[src/rtl/data_mem_controller.sv]
// data_mem_controller: arbitrates per-thread LSU data requests onto
// NUM_CHANNELS memory channels, each claiming consumers round-robin.
module data_mem_controller #(
   parameter int ADDR_BITS     = 8,
   parameter int DATA_BITS     = 8,
   parameter int NUM_CONSUMERS = 4,
   parameter int NUM_CHANNELS  = 1,
   parameter int WRITE_ENABLE  = 1
) (
   input  logic                               clk,
   input  logic                               reset,
   input  logic [NUM_CONSUMERS-1:0]           consumer_read_valid,
   input  logic [NUM_CONSUMERS*ADDR_BITS-1:0] consumer_read_address,
   output logic [NUM_CONSUMERS-1:0]           consumer_read_ready,
   output logic [NUM_CONSUMERS*DATA_BITS-1:0] consumer_read_data,
   input  logic [NUM_CONSUMERS-1:0]           consumer_write_valid,
   input  logic [NUM_CONSUMERS*ADDR_BITS-1:0] consumer_write_address,
   input  logic [NUM_CONSUMERS*DATA_BITS-1:0] consumer_write_data,
   output logic [NUM_CONSUMERS-1:0]           consumer_write_ready,
   output logic [NUM_CHANNELS-1:0]            mem_read_valid,
   output logic [NUM_CHANNELS*ADDR_BITS-1:0]  mem_read_address,
   input  logic [NUM_CHANNELS-1:0]            mem_read_ready,
   input  logic [NUM_CHANNELS*DATA_BITS-1:0]  mem_read_data,
   output logic [NUM_CHANNELS-1:0]            mem_write_valid,
   output logic [NUM_CHANNELS*ADDR_BITS-1:0]  mem_write_address,
   output logic [NUM_CHANNELS*DATA_BITS-1:0]  mem_write_data,
   input  logic [NUM_CHANNELS-1:0]            mem_write_ready
);

   localparam int NC  = NUM_CONSUMERS;
   localparam int NCH = NUM_CHANNELS;
   localparam int AB  = ADDR_BITS;
   localparam int DB  = DATA_BITS;
   localparam int CW  = (NC > 1) ? $clog2(NC) : 1;
   localparam bit WE  = (WRITE_ENABLE != 0);

   typedef enum logic [2:0] {
      S_IDLE,
      S_RD_WAIT,
      S_WR_WAIT,
      S_RD_RELAY,
      S_WR_RELAY
   } state_t;

   state_t        state_q [NCH];
   state_t        state_d [NCH];
   logic [CW-1:0] cidx_q  [NCH];
   logic [CW-1:0] cidx_d  [NCH];
   logic [CW-1:0] rr_q    [NCH];
   logic [CW-1:0] rr_d    [NCH];
   logic [AB-1:0] raddr_q [NCH];
   logic [AB-1:0] raddr_d [NCH];
   logic [AB-1:0] waddr_q [NCH];
   logic [AB-1:0] waddr_d [NCH];
   logic [DB-1:0] wdata_q [NCH];
   logic [DB-1:0] wdata_d [NCH];
   logic [DB-1:0] rdata_q [NC];
   logic [DB-1:0] rdata_d [NC];

   logic [NCH-1:0] mrv_q, mrv_d;
   logic [NCH-1:0] mwv_q, mwv_d;
   logic [NC-1:0]  claim_q, claim_d;
   logic [NC-1:0]  rrdy_q, rrdy_d;
   logic [NC-1:0]  wrdy_q, wrdy_d;

   logic [AB-1:0] c_raddr [NC];
   logic [AB-1:0] c_waddr [NC];
   logic [DB-1:0] c_wdata [NC];
   logic [NC-1:0] rd_req;
   logic [NC-1:0] wr_req;

   logic [NC-1:0] taken;
   logic          found;
   logic [CW-1:0] pick;
   logic [CW:0]   scan;

   logic [NC-1:0] rd_wait;
   logic [NC-1:0] wr_wait;

   for (genvar i = 0; i < NC; i++) begin : g_cons
      assign c_raddr[i] = consumer_read_address[i*AB +: AB];
      assign c_waddr[i] = consumer_write_address[i*AB +: AB];
      assign c_wdata[i] = consumer_write_data[i*DB +: DB];
      assign consumer_read_data[i*DB +: DB] = rdata_q[i];
   end

   for (genvar h = 0; h < NCH; h++) begin : g_chan
      assign mem_read_address[h*AB +: AB] = raddr_q[h];
      assign mem_write_address[h*AB +: AB] =
         WE ? waddr_q[h] : '0;
      assign mem_write_data[h*DB +: DB] =
         WE ? wdata_q[h] : '0;
   end

   assign rd_req               = consumer_read_valid;
   assign wr_req               = WE ? consumer_write_valid : '0;
   assign consumer_read_ready  = rrdy_q;
   assign consumer_write_ready = WE ? wrdy_q : '0;
   assign mem_read_valid       = mrv_q;
   assign mem_write_valid      = WE ? mwv_q : '0;

   // channel FSMs: lower channels claim first, then wait and relay
   always_comb begin
      state_d = state_q;
      cidx_d  = cidx_q;
      rr_d    = rr_q;
      raddr_d = raddr_q;
      waddr_d = waddr_q;
      wdata_d = wdata_q;
      rdata_d = rdata_q;
      mrv_d   = mrv_q;
      mwv_d   = mwv_q;
      claim_d = claim_q;
      rrdy_d  = rrdy_q;
      wrdy_d  = wrdy_q;
      taken   = claim_q;
      found   = 1'b0;
      pick    = '0;
      scan    = '0;
      for (int h = 0; h < NCH; h++) begin
         unique case (state_q[h])
            S_IDLE: begin
               found = 1'b0;
               pick  = '0;
               for (int k = 0; k < NC; k++) begin
                  scan = {1'b0, rr_q[h]} + (CW+1)'(k);
                  if (scan >= (CW+1)'(NC))
                     scan = scan - (CW+1)'(NC);
                  if (!found
                      && !taken[scan[CW-1:0]]
                      && (rd_req[scan[CW-1:0]]
                          || wr_req[scan[CW-1:0]])) begin
                     found = 1'b1;
                     pick  = scan[CW-1:0];
                  end
               end
               if (found) begin
                  taken[pick]   = 1'b1;
                  claim_d[pick] = 1'b1;
                  cidx_d[h]     = pick;
                  rr_d[h] = (pick == CW'(NC - 1)) ?
                            '0 : pick + CW'(1);
                  if (rd_req[pick]) begin
                     raddr_d[h] = c_raddr[pick];
                     mrv_d[h]   = 1'b1;
                     state_d[h] = S_RD_WAIT;
                  end else begin
                     waddr_d[h] = c_waddr[pick];
                     wdata_d[h] = c_wdata[pick];
                     mwv_d[h]   = 1'b1;
                     state_d[h] = S_WR_WAIT;
                  end
               end
            end
            S_RD_WAIT: begin
               if (mem_read_ready[h]) begin
                  rdata_d[cidx_q[h]] = mem_read_data[h*DB +: DB];
                  rrdy_d[cidx_q[h]]  = 1'b1;
                  mrv_d[h]           = 1'b0;
                  state_d[h]         = S_RD_RELAY;
               end
            end
            S_WR_WAIT: begin
               if (mem_write_ready[h]) begin
                  wrdy_d[cidx_q[h]] = 1'b1;
                  mwv_d[h]          = 1'b0;
                  state_d[h]        = S_WR_RELAY;
               end
            end
            S_RD_RELAY: begin
               if (!consumer_read_valid[cidx_q[h]]) begin
                  rrdy_d[cidx_q[h]]  = 1'b0;
                  claim_d[cidx_q[h]] = 1'b0;
                  state_d[h]         = S_IDLE;
               end
            end
            S_WR_RELAY: begin
               if (!consumer_write_valid[cidx_q[h]]) begin
                  wrdy_d[cidx_q[h]]  = 1'b0;
                  claim_d[cidx_q[h]] = 1'b0;
                  state_d[h]         = S_IDLE;
               end
            end
            default: state_d[h] = S_IDLE;
         endcase
      end
   end

   // state registers; reset aborts any transaction in flight
   always_ff @(posedge clk or negedge reset) begin
      if (!reset) begin
         for (int h = 0; h < NCH; h++) begin
            state_q[h] <= S_IDLE;
            cidx_q[h]  <= '0;
            rr_q[h]    <= '0;
            raddr_q[h] <= '0;
            waddr_q[h] <= '0;
            wdata_q[h] <= '0;
         end
         for (int i = 0; i < NC; i++)
            rdata_q[i] <= '0;
         mrv_q   <= '0;
         mwv_q   <= '0;
         claim_q <= '0;
         rrdy_q  <= '0;
         wrdy_q  <= '0;
      end else begin
         state_q <= state_d;
         cidx_q  <= cidx_d;
         rr_q    <= rr_d;
         raddr_q <= raddr_d;
         waddr_q <= waddr_d;
         wdata_q <= wdata_d;
         rdata_q <= rdata_d;
         mrv_q   <= mrv_d;
         mwv_q   <= mwv_d;
         claim_q <= claim_d;
         rrdy_q  <= rrdy_d;
         wrdy_q  <= wrdy_d;
      end
   end

   // consumers still owed a memory completion
   always_comb begin
      rd_wait = '0;
      wr_wait = '0;
      for (int h = 0; h < NCH; h++) begin
         if (state_q[h] == S_RD_WAIT)
            rd_wait[cidx_q[h]] = 1'b1;
         if (state_q[h] == S_WR_WAIT)
            wr_wait[cidx_q[h]] = 1'b1;
      end
   end

   for (genvar i = 0; i < NC; i++) begin : g_sva
      a_rd_hold: assert property (
         @(posedge clk) disable iff (!reset)
         rd_wait[i] |-> consumer_read_valid[i]);
      a_wr_hold: assert property (
         @(posedge clk) disable iff (!reset)
         wr_wait[i] |-> consumer_write_valid[i]);
   end

endmodule

[config.mk]
export PLATFORM = sky130hd
export DESIGN_NAME = data_mem_controller
export DESIGN_NICKNAME = d
export VERILOG_FILES = /design/src/rtl/data_mem_controller.sv
export SDC_FILE = /design/constraint.sdc
export NUM_CORES = 1
export LEC_CHECK = 0
export CORE_UTILIZATION = 39
export CTS_CLUSTER_SIZE = 30
export DETAILED_ROUTE_END_ITERATION = 8
export PLACE_DENSITY = 0.78
export SLEW_MARGIN = 10
export SYNTH_ARGS = -nofsm -noshare
export SYNTH_HDL_FRONTEND = slang
export SYNTH_SLANG_ARGS = --single-unit
[constraint.sdc]
create_clock -name clk -period 2.5 [get_ports clk]
set_clock_uncertainty 0.2 [all_clocks]
set_input_delay 0.25 -clock clk [delete_from_list [all_inputs] [get_ports clk]]
set_output_delay 0.25 -clock clk [all_outputs]
set_load 0.1 [all_outputs]
* Word-level counts from Yosys, hierarchy flattened
Index checks and enable logic that the tools add are counted.
Word-level totals: flip-flop bits (word level) 77, output and inout port bits 66
Operators by class: add/sub/neg operators 8, magnitude comparators 15, equality and inequality tests 12, multiplexer cells 93, bitwise operators 10, reduce and logical (&&, ||, !) cells 37
Operator list (number):
- $mux W8 | 7
- $bmux W8 S2 | 3
- $bwmux W32 | 1
- $mux W1 | 31
- $bmux W1 S2 | 15
- $mux W2 | 15
- $mux W4 | 7
- $lt A2 B3 Y1 const B | 6
- $demux W8 S2 | 1
- $pmux W4 S2 | 2
- $ge A3 B3 Y1 const B | 5
- $mux W3 | 5
- $pmux W3 S5 | 1
- $ne A2 B2 Y1 const B | 7
- $and A4 B4 Y4 | 3
- $or A4 B4 Y4 | 3
- $pmux W4 S3 | 1
- $reduce_and A3 Y1 | 4
- $reduce_and A4 Y1 | 3
- $logic_and A1 B1 Y1 | 10
- $reduce_bool A2 Y1 | 4
- $sub A2 B1 Y2 const B | 4
- $logic_not A1 Y1 | 7
- $add A2 B2 Y3 const B | 2
- other kinds (19) | 28

* Logic depth before layout (Yosys ltp)
Gate-level depths: netlist (run 1).
word-level depth 31, gate-level depth with buffers 9, gate-level depth less buffers 7

* Worst setup path before layout (run 1)
No wires, ideal clock.
kind register to register, start register claim_q[1], end register waddr_q (netlist bit mem_write_address[5]), library setup time 0.128 ns, arrival time 2.088 ns, required time 2.172 ns, path slack 0.084 ns, stages on the path, launching flop included 9, buffers on the path 1, period minus slack after synthesis 2.416 ns, path through dfrtp_1 o21bai_1 a21o_1 a211oi_4 inv_4 and2_1 a22oi_4 buf_6 mux2_1
On the way: longest elaborated chain between the ends 25, elaborated cells on any way between the ends 43, those cells by class mux (26); bitwise (2); reduce/logical (15)
Ends and longest elaborated chain:
- start, declared | RTL line 62 | logic [NC-1:0] claim_q, claim_d;
- start signal, assigned | RTL line 217 | claim_q <= claim_d;
- $bmux W1 S2 | RTL line 130 | && !taken[scan[CW-1:0]]
- $mux W1 (not written as such) | RTL line 130
- $logic_not A1 Y1 | RTL line 130
- $logic_and A1 B1 Y1 | RTL line 131 | && (rd_req[scan[CW-1:0]]
- $mux W1 | RTL line 129 | if (!found
- $mux W1 | RTL line 121 | unique case (state_q[h])
- $logic_not A1 Y1 | RTL line 129
- $logic_and A1 B1 Y1 | RTL line 130
- (+9 left out)
- $logic_and A1 B1 Y1 | RTL line 130
- $logic_and A1 B1 Y1 | RTL line 131
- $mux W2 | RTL line 129
- $mux W2 | RTL line 121
- $bmux W1 S2 or $not A2 Y3 (tied branches) | RTL line 143, 148
- $mux W1 (not written as such) or $bmux W8 S2 (tied branches) | RTL line 143, 148
- $not A1 Y1 (no source line) or $mux W8 (tied branches)
- $reduce_and A3 Y1 (no source line) or $mux W8 (tied branches)
- end signal, assigned | RTL line 212 | waddr_q <= waddr_d;
- end, declared | RTL line 53 | logic [AB-1:0] waddr_q [NCH];
Parallel ways exist; a longest one is shown, timed or not. The select of a mux whose other input is x is not followed. A chain may end at the register's enable or synchronous reset.

* Final worst setup path (run 1)
start input port consumer_read_valid[2], end register waddr_q (netlist bit mem_write_address[0])
On the way: longest elaborated chain between the ends 25, elaborated cells on any way between the ends 43, those cells by class mux (26); bitwise (2); reduce/logical (15)
Ends and longest elaborated chain:
- start, declared | RTL line 12 | input logic [NUM_CONSUMERS-1:0] consumer_read_valid,
- $bmux W1 S2 | RTL line 131
- $mux W1 (not written as such) | RTL line 131
- $logic_or A1 B1 Y1 | RTL line 132 | || wr_req[scan[CW-1:0]])) begin
- $logic_and A1 B1 Y1 | RTL line 131
- $mux W1 | RTL line 129
- $mux W1 | RTL line 121
- $logic_not A1 Y1 | RTL line 129
- $logic_and A1 B1 Y1 | RTL line 130
- (+9 left out)
- $logic_and A1 B1 Y1 | RTL line 130
- $logic_and A1 B1 Y1 | RTL line 131
- $mux W2 | RTL line 129
- $mux W2 | RTL line 121
- $bmux W1 S2 or $not A2 Y3 (tied branches) | RTL line 143, 148
- $mux W1 (not written as such) or $bmux W8 S2 (tied branches) | RTL line 143, 148
- $not A1 Y1 (no source line) or $mux W8 (tied branches)
- $reduce_and A3 Y1 (no source line) or $mux W8 (tied branches)
Parallel ways exist; a longest one is shown, timed or not. The select of a mux whose other input is x is not followed.

==> results of run 1 <==
## layout by cell type, fill, tap and decap left out, drive strengths merged, types with 2 or more instances in the layout
cell	netlist	layout
nor2b	3	3
a21o	2	2
mux4	2	2
ha	4	4
dfrtp	77	77
a22o	3	3
clkinvlp	0	2
o21ba	2	2
a311oi	2	2
inv	5	7
buf	12	100
a31oi	4	4
nand3b	2	2
o21ai	7	7
nor2	16	16
o22ai	3	4
nand2	20	20
a21boi	2	2
clkbuf	4	10
a21oi	6	6
clkdlybuf4s50	0	114
mux2	58	58
and2	3	3
o221ai	2	2
nand2b	7	7
a22oi	3	3
nor3	3	3
o21bai	5	5
mux2i	73	73
## worst min path at each step
stage                                          start                               end  cells past startpoint
floorplan                                      reset        asynchronous set/reset pin                      0
global placement                               reset        asynchronous set/reset pin                      1
detailed placement                             reset        asynchronous set/reset pin                      1
CTS                 mem_write_address[6]$_DFFE_PN0P_  mem_write_address[6]$_DFFE_PN0P_                      1
global route                  claim_q[3]$_DFFE_PN0P_            claim_q[3]$_DFFE_PN0P_                      1
finish              mem_write_address[6]$_DFFE_PN0P_  mem_write_address[6]$_DFFE_PN0P_                      1
## layout make-up
type | instances | share of cell area
Multi-Input combinational cell | 242 | 0.339
Sequential cell | 77 | 0.300
Timing Repair Buffer | 215 | 0.300
Tap cell | 136 | 0.0265
Clock buffer | 10 | 0.0214
Clock inverter | 6 | 0.0105
Inverter | 5 | 0.00331
## cell families after synthesis
family | Yosys count | share of synthesized area
mux | 133 | 0.343
flops | 77 | 0.462
simple gates | 57 | 0.0657
compound gates | 47 | 0.0930
buf+inv | 21 | 0.0246
fa+ha+maj | 4 | 0.0120
## per-stage QoR
step | instance area (um2) | setup slack [ns]
2_1_floorplan | 4170 | 0.0840
3_3_place_gp | 6180 | -0.281
3_5_place_dp | 6180 | -0.394
4_1_cts | 6400 | 0.0146
5_1_grt | 6430 | 0.00631
6_report | 6430 | 0.0501
## what timing repair did
item | 4_1_cts | 5_1_grt
setup endpoints to repair | 8 | 14
gates resized for setup | 1 | 3
hold endpoints to repair | 77 | 0
hold buffers | 1 | 0
cloned | 0 | 1
pin swaps | 0 | 3
## worst register-to-register path: cells and delay by family, from the launching register on
| kind | cells | cell delay (ns) |
|---|---|---|
| AOI/OAI and AO/OA | 4 | 0.85 |
| buffers and inverters | 2 | 0.34 |
| DFF | 1 | 0.39 |
| muxes | 1 | 0.31 |
| and+or+nand+nor | 1 | 0.18 |
## routing by layer
layer / vias to the layer above / global-route usage / wire (um)
li1: 1667 / - / -
met1: 1707 / 0.223 / 4200
met2: 102 / 0.373 / 5790
met3: 10 / 0.0489 / 554
met4: 0 / 0.0503 / 119
met5: - / 0 / 0
==> flow_summary.yaml, run 1 <==
setup_path:
  cp.depth: 9
  critical_path.max_fanout: 17
  cp.arrival_ns: 2.47
  crit_type: "in -> reg"
  rr_worst_depth: 8
  cp-startpoint: "consumer_read_valid[2]"
  crit_buf_inv: 3
  endpoint_kind: "register"
  start_kind: "input pin"
  r2r_setup_slack_ns: 0.11
  critical_path.cell_chain: "clkdlybuf4s50_1 -> o21bai_1 -> and2_1 -> a311oi_2 -> buf_4 -> and2_1 -> a22oi_4 -> buf_12 -> mux2_2"
  critPathMostFrequentCell: "and2_1"
  slowest_delay_ns: 0.44
  crit_family: "buffers and inverters"
  r2r_end: "mem_write_data[3]$_DFFE_PN0P_"
  endpoint: "mem_write_address[0]$_DFFE_PN0P_"
  slowest_stage: "clkdlybuf4s50_1"
  r2r-start: "claim_q[0]$_DFFE_PN0P_"
  required_ns: 2.52
timing:
  max_freq_ghz: 0.408
  tns_ns: 0
  rsz0062_at_grt: "false"
  finalCriticalPeriod_ns: 2.45
  hold_viol_final: 0
  setup_viol_count_final: 0
  slew_headroom: 0.382
  period_share: 0.980
  worst_pin_slew_ns: 0.927
  slew_violations: 0
  hold_slack_ns: 0.295
global_routing:
  grt_max_degree: 78
  grt_pass1_vias: 3661
  grt_pass1_wl_mm: 17.4
  grt_util_all_layers: 0.199
  grt_overflow: 0
  antenna_found_initial: 0
detailed_routing:
  dr.first_iter.drc_count: 79
  drt_first_pass_iters: 4
  vias: 3486
  wire_per_inst_um: 15.4
  drt-total-wl_mm: 10.7
  avgViaCountPerCell: 5.04
  drc: 0
  detail-route-antenna-nets: 0
clocking:
  htreeDepth: 3
  cts-buffers-inserted: 9
  cts_tree: "yes"
  cts_setup_buffers: 0
  clkSlewWorstSetupHoldPaths_ns: 0.07
  clkSinkCount: 77
  insertion_delay_ns: 0.34
  clock_path_buffers: 2
  root_buffer: "clkbuf_8"
die:
  die-area_mm2: 0.0111
  start_util: 0.404
  row_count: 37
  die_y_um: 105
  core_mm2: 0.0103
  die_x_um: 105
  pin_count: 182
cells_and_area:
  nNetsFinal: 670
  seqCellArea_mm2: 0.00193
  stdcell_count: 691
  drive_gt1_frac: 0.332
  fill_cells: 873
  area_delta_synth_final_pct: 54.2
  multi_input_area_mm2: 0.00218
  finish.utilization: 0.623
  antenna_cells: 0
min_path:
  hp-class: "reg -> reg"
synth:
  ys_types: 47
  synth_most_common_cell: "dfrtp_1"
  avgSynthCellArea_um2: 12.3
  ys_seq_elements: 77
  syn-num-nets: 459
  synth_ff_type: "dfrtp_1"
  netlist_top_cells_count: "dfrtp_1 (77), mux2i_1 (73), mux2_2 (49)"
  seq_area_frac_synth: 0.462
  synth.largest_area_cell: "dfrtp_1"
  syn_inst: 339
  syn_area_mm2: 0.00417
  yosys_warnings: 0
  synth-edff-count: 0
  synth_area_leaders: "dfrtp_1 (46%), mux2i_1 (18%), mux2_2 (13%), mux2_1 (2.4%), nand2_1 (1.8%)"
  synth_top_area_share: 0.462
  async_flop_share: 1.00
placed_design:
  place.gp.congestion: 0.819
  dp_hpwl_mm: 8.35
  port_buffers: 181
  placed_cells: 673
outcome:
  outcome: "complete, no violations"
job:
  cap_violations: 0
Power of run 1 is not shown: default switching activity piles up to over one toggle a cycle in this logic, so the estimate is an artifact.
==> run 2, diff against run 1 <==
Settings changed: GPL_TIMING_DRIVEN from default to 1.
==> results of run 2 <==
Final layout, timing and power as in run 1 (identical DEF).
Power of run 2 is left out for the same reason.
==> run 3, diff against run 2 <==
Settings changed: CORE_MARGIN from default to 2.
==> run 3 against run 2 <==
Critical path depth stayed put; sequential share of layout area is 0.46 points lower; highest routed layer unchanged; via count is 0.92% higher; routed wire length is 2.6% higher; final area is 1.6% higher; utilization is 0.72 points higher; die area is 3.8% higher; non-clock buffer count is 11 higher; first-iteration DRC count is 34% higher; critical endpoint is now mem_write_address[7]$_DFFE_PN0P_; setup slack better by 0.055 ns; maximum frequency is 2.3% higher.
==> flow_summary.yaml, run 3 (synthesis gave the netlist of run 1 again) <==
cells_and_area:
  nNetsFinal: 681
  antenna_cells: 0
  final_common_cell: "clkdlybuf4s50_1"
  mostFrequentLayoutCells: "clkdlybuf4s50_1 (114), buf_4 (105), dfrtp_1 (76)"
  finalInstanceArea_mm2: 0.00654
  area_delta_synth_final_pct: 56.7
  drive_gt1_frac: 0.350
detailed_routing:
  wl_met2_mm: 5.75
  drt-total-wl_mm: 10.9
  dr_wl_met3_um: 624
  wl_met1_mm: 4.42
  highest_layer: "met4"
  drt_first_pass_iters: 4
  dr.first_iter.drc_count: 106
  drc: 0
  detail-route-antenna-nets: 0
  vias: 3518
  wire_per_inst_um: 15.6
  avgViaCountPerCell: 5.01
min_path:
  hp-class: "reg -> reg"
clocking:
  root_buffer: "clkbuf_8"
  htreeDepth: 3
  clock_path_buffers: 2
  clkSlewWorstSetupHoldPaths_ns: 0.08
  insertion_delay_ns: 0.34
  clkSinkCount: 77
  cts-buffers-inserted: 9
  cts_tree: "yes"
timing:
  finalCriticalPeriod_ns: 2.39
  slew_violations: 0
  hold_slack_ns: 0.303
  period_share: 0.958
  setup_viol_count_final: 0
  slew_headroom: 0.364
  max_freq_ghz: 0.418
  worst_pin_slew_ns: 0.954
  hold_viol_final: 0
setup_path:
  required_ns: 2.53
  start_kind: "input pin"
  crit_type: "in -> reg"
  endpoint_kind: "register"
  critical_path.max_fanout: 17
  cp.arrival_ns: 2.43
die:
  core_mm2: 0.0104
  die_y_um: 107
  start_util: 0.402
  die-area_mm2: 0.0115
  pin_count: 182
  die_x_um: 107
  row_count: 37
global_routing:
  grt_max_degree: 78
  grt_overflow: 0
  grt_pass1_vias: 3671
  grt_util_all_layers: 0.191
  grt_pass1_wl_mm: 17.5
  antenna_found_initial: 0
placed_design:
  dp_hpwl_mm: 8.40
  place.gp.congestion: 0.873
  port_buffers: 181
  post_dp_cell_area_mm2: 0.00625
job:
  cap_violations: 0
outcome:
  outcome: "complete, no violations"
==> run 3: worst max-delay path, stage by stage <==
cell             delay, ns
clkdlybuf4s50_1       0.43
o21bai_1              0.34
and2_1                0.23
a311oi_2              0.12
buf_4                 0.18
and2_4                0.17
a22oi_4               0.18
buf_12                0.17
mux2_2                0.34
==> run 3: worst paths after layout <==
check                                                   start                               end  slack, ns  depth (start not counted)
worst min register to register  mem_write_data[4]$_DFFE_PN0P_     mem_write_data[4]$_DFFE_PN0P_       0.30                          1
worst max register to register         claim_q[2]$_DFFE_PN0P_   mem_read_address[4]$_DFFE_PN0P_       0.11                          7
max in group asynchronous                               reset               rr_q[1]$_DFFE_PN0P_       1.04                          2
worst min-delay path            mem_write_data[4]$_DFFE_PN0P_     mem_write_data[4]$_DFFE_PN0P_       0.30                          1
min in group asynchronous                               reset        asynchronous set/reset pin       0.39                          2
worst max-delay path                   consumer_read_valid[2]  mem_write_address[7]$_DFFE_PN0P_       0.11                          9
==> run 3: final cells by class <==
| class | count | area, um2 |
|---|---|---|
| Multi-Input combinational cell | 242 | 2180 |
| Sequential cell | 77 | 1930 |
| Clock buffer | 9 | 124 |
| Tap cell | 136 | 170 |
| Inverter | 5 | 21.3 |
| Clock inverter | 7 | 57.6 |
| Timing Repair Buffer | 226 | 2050 |
| Fill cell | 846 | 3830 |
==> run 3: through the flow <==
stage / TNS (ns) / setup WS [ns] / std cells / utilization
after floorplan: 0 / 0.0840 / 339 / -
after global placement: -5.14 / -0.216 / 677 / 0.603
after detailed placement: -7.48 / -0.322 / 677 / 0.603
after CTS: 0 / 0.0421 / 694 / 0.622
after global routing: -0.0736 / -0.0178 / 702 / 0.630
final: 0 / 0.106 / 702 / 0.630
==> run 3: what timing repair did <==
action                                 in CTS  in global routing
hold buffers                                1                  0
gates resized for setup                     1                  6
setup buffers                               0                  6
pin swaps                                   0                  4
gates cloned                                0                  2
setup endpoints to repair                   3                 24
endpoints found under the hold margin      77                  0
==> run 3: routing by layer <==
metal / vias to the layer above / track usage
met3: 11 / 0.0430
met5: - / 0
li1: 1679 / -
met2: 106 / 0.339
met4: 0 / 0.0540
met1: 1722 / 0.233
Power of run 3 is left out for the same reason.
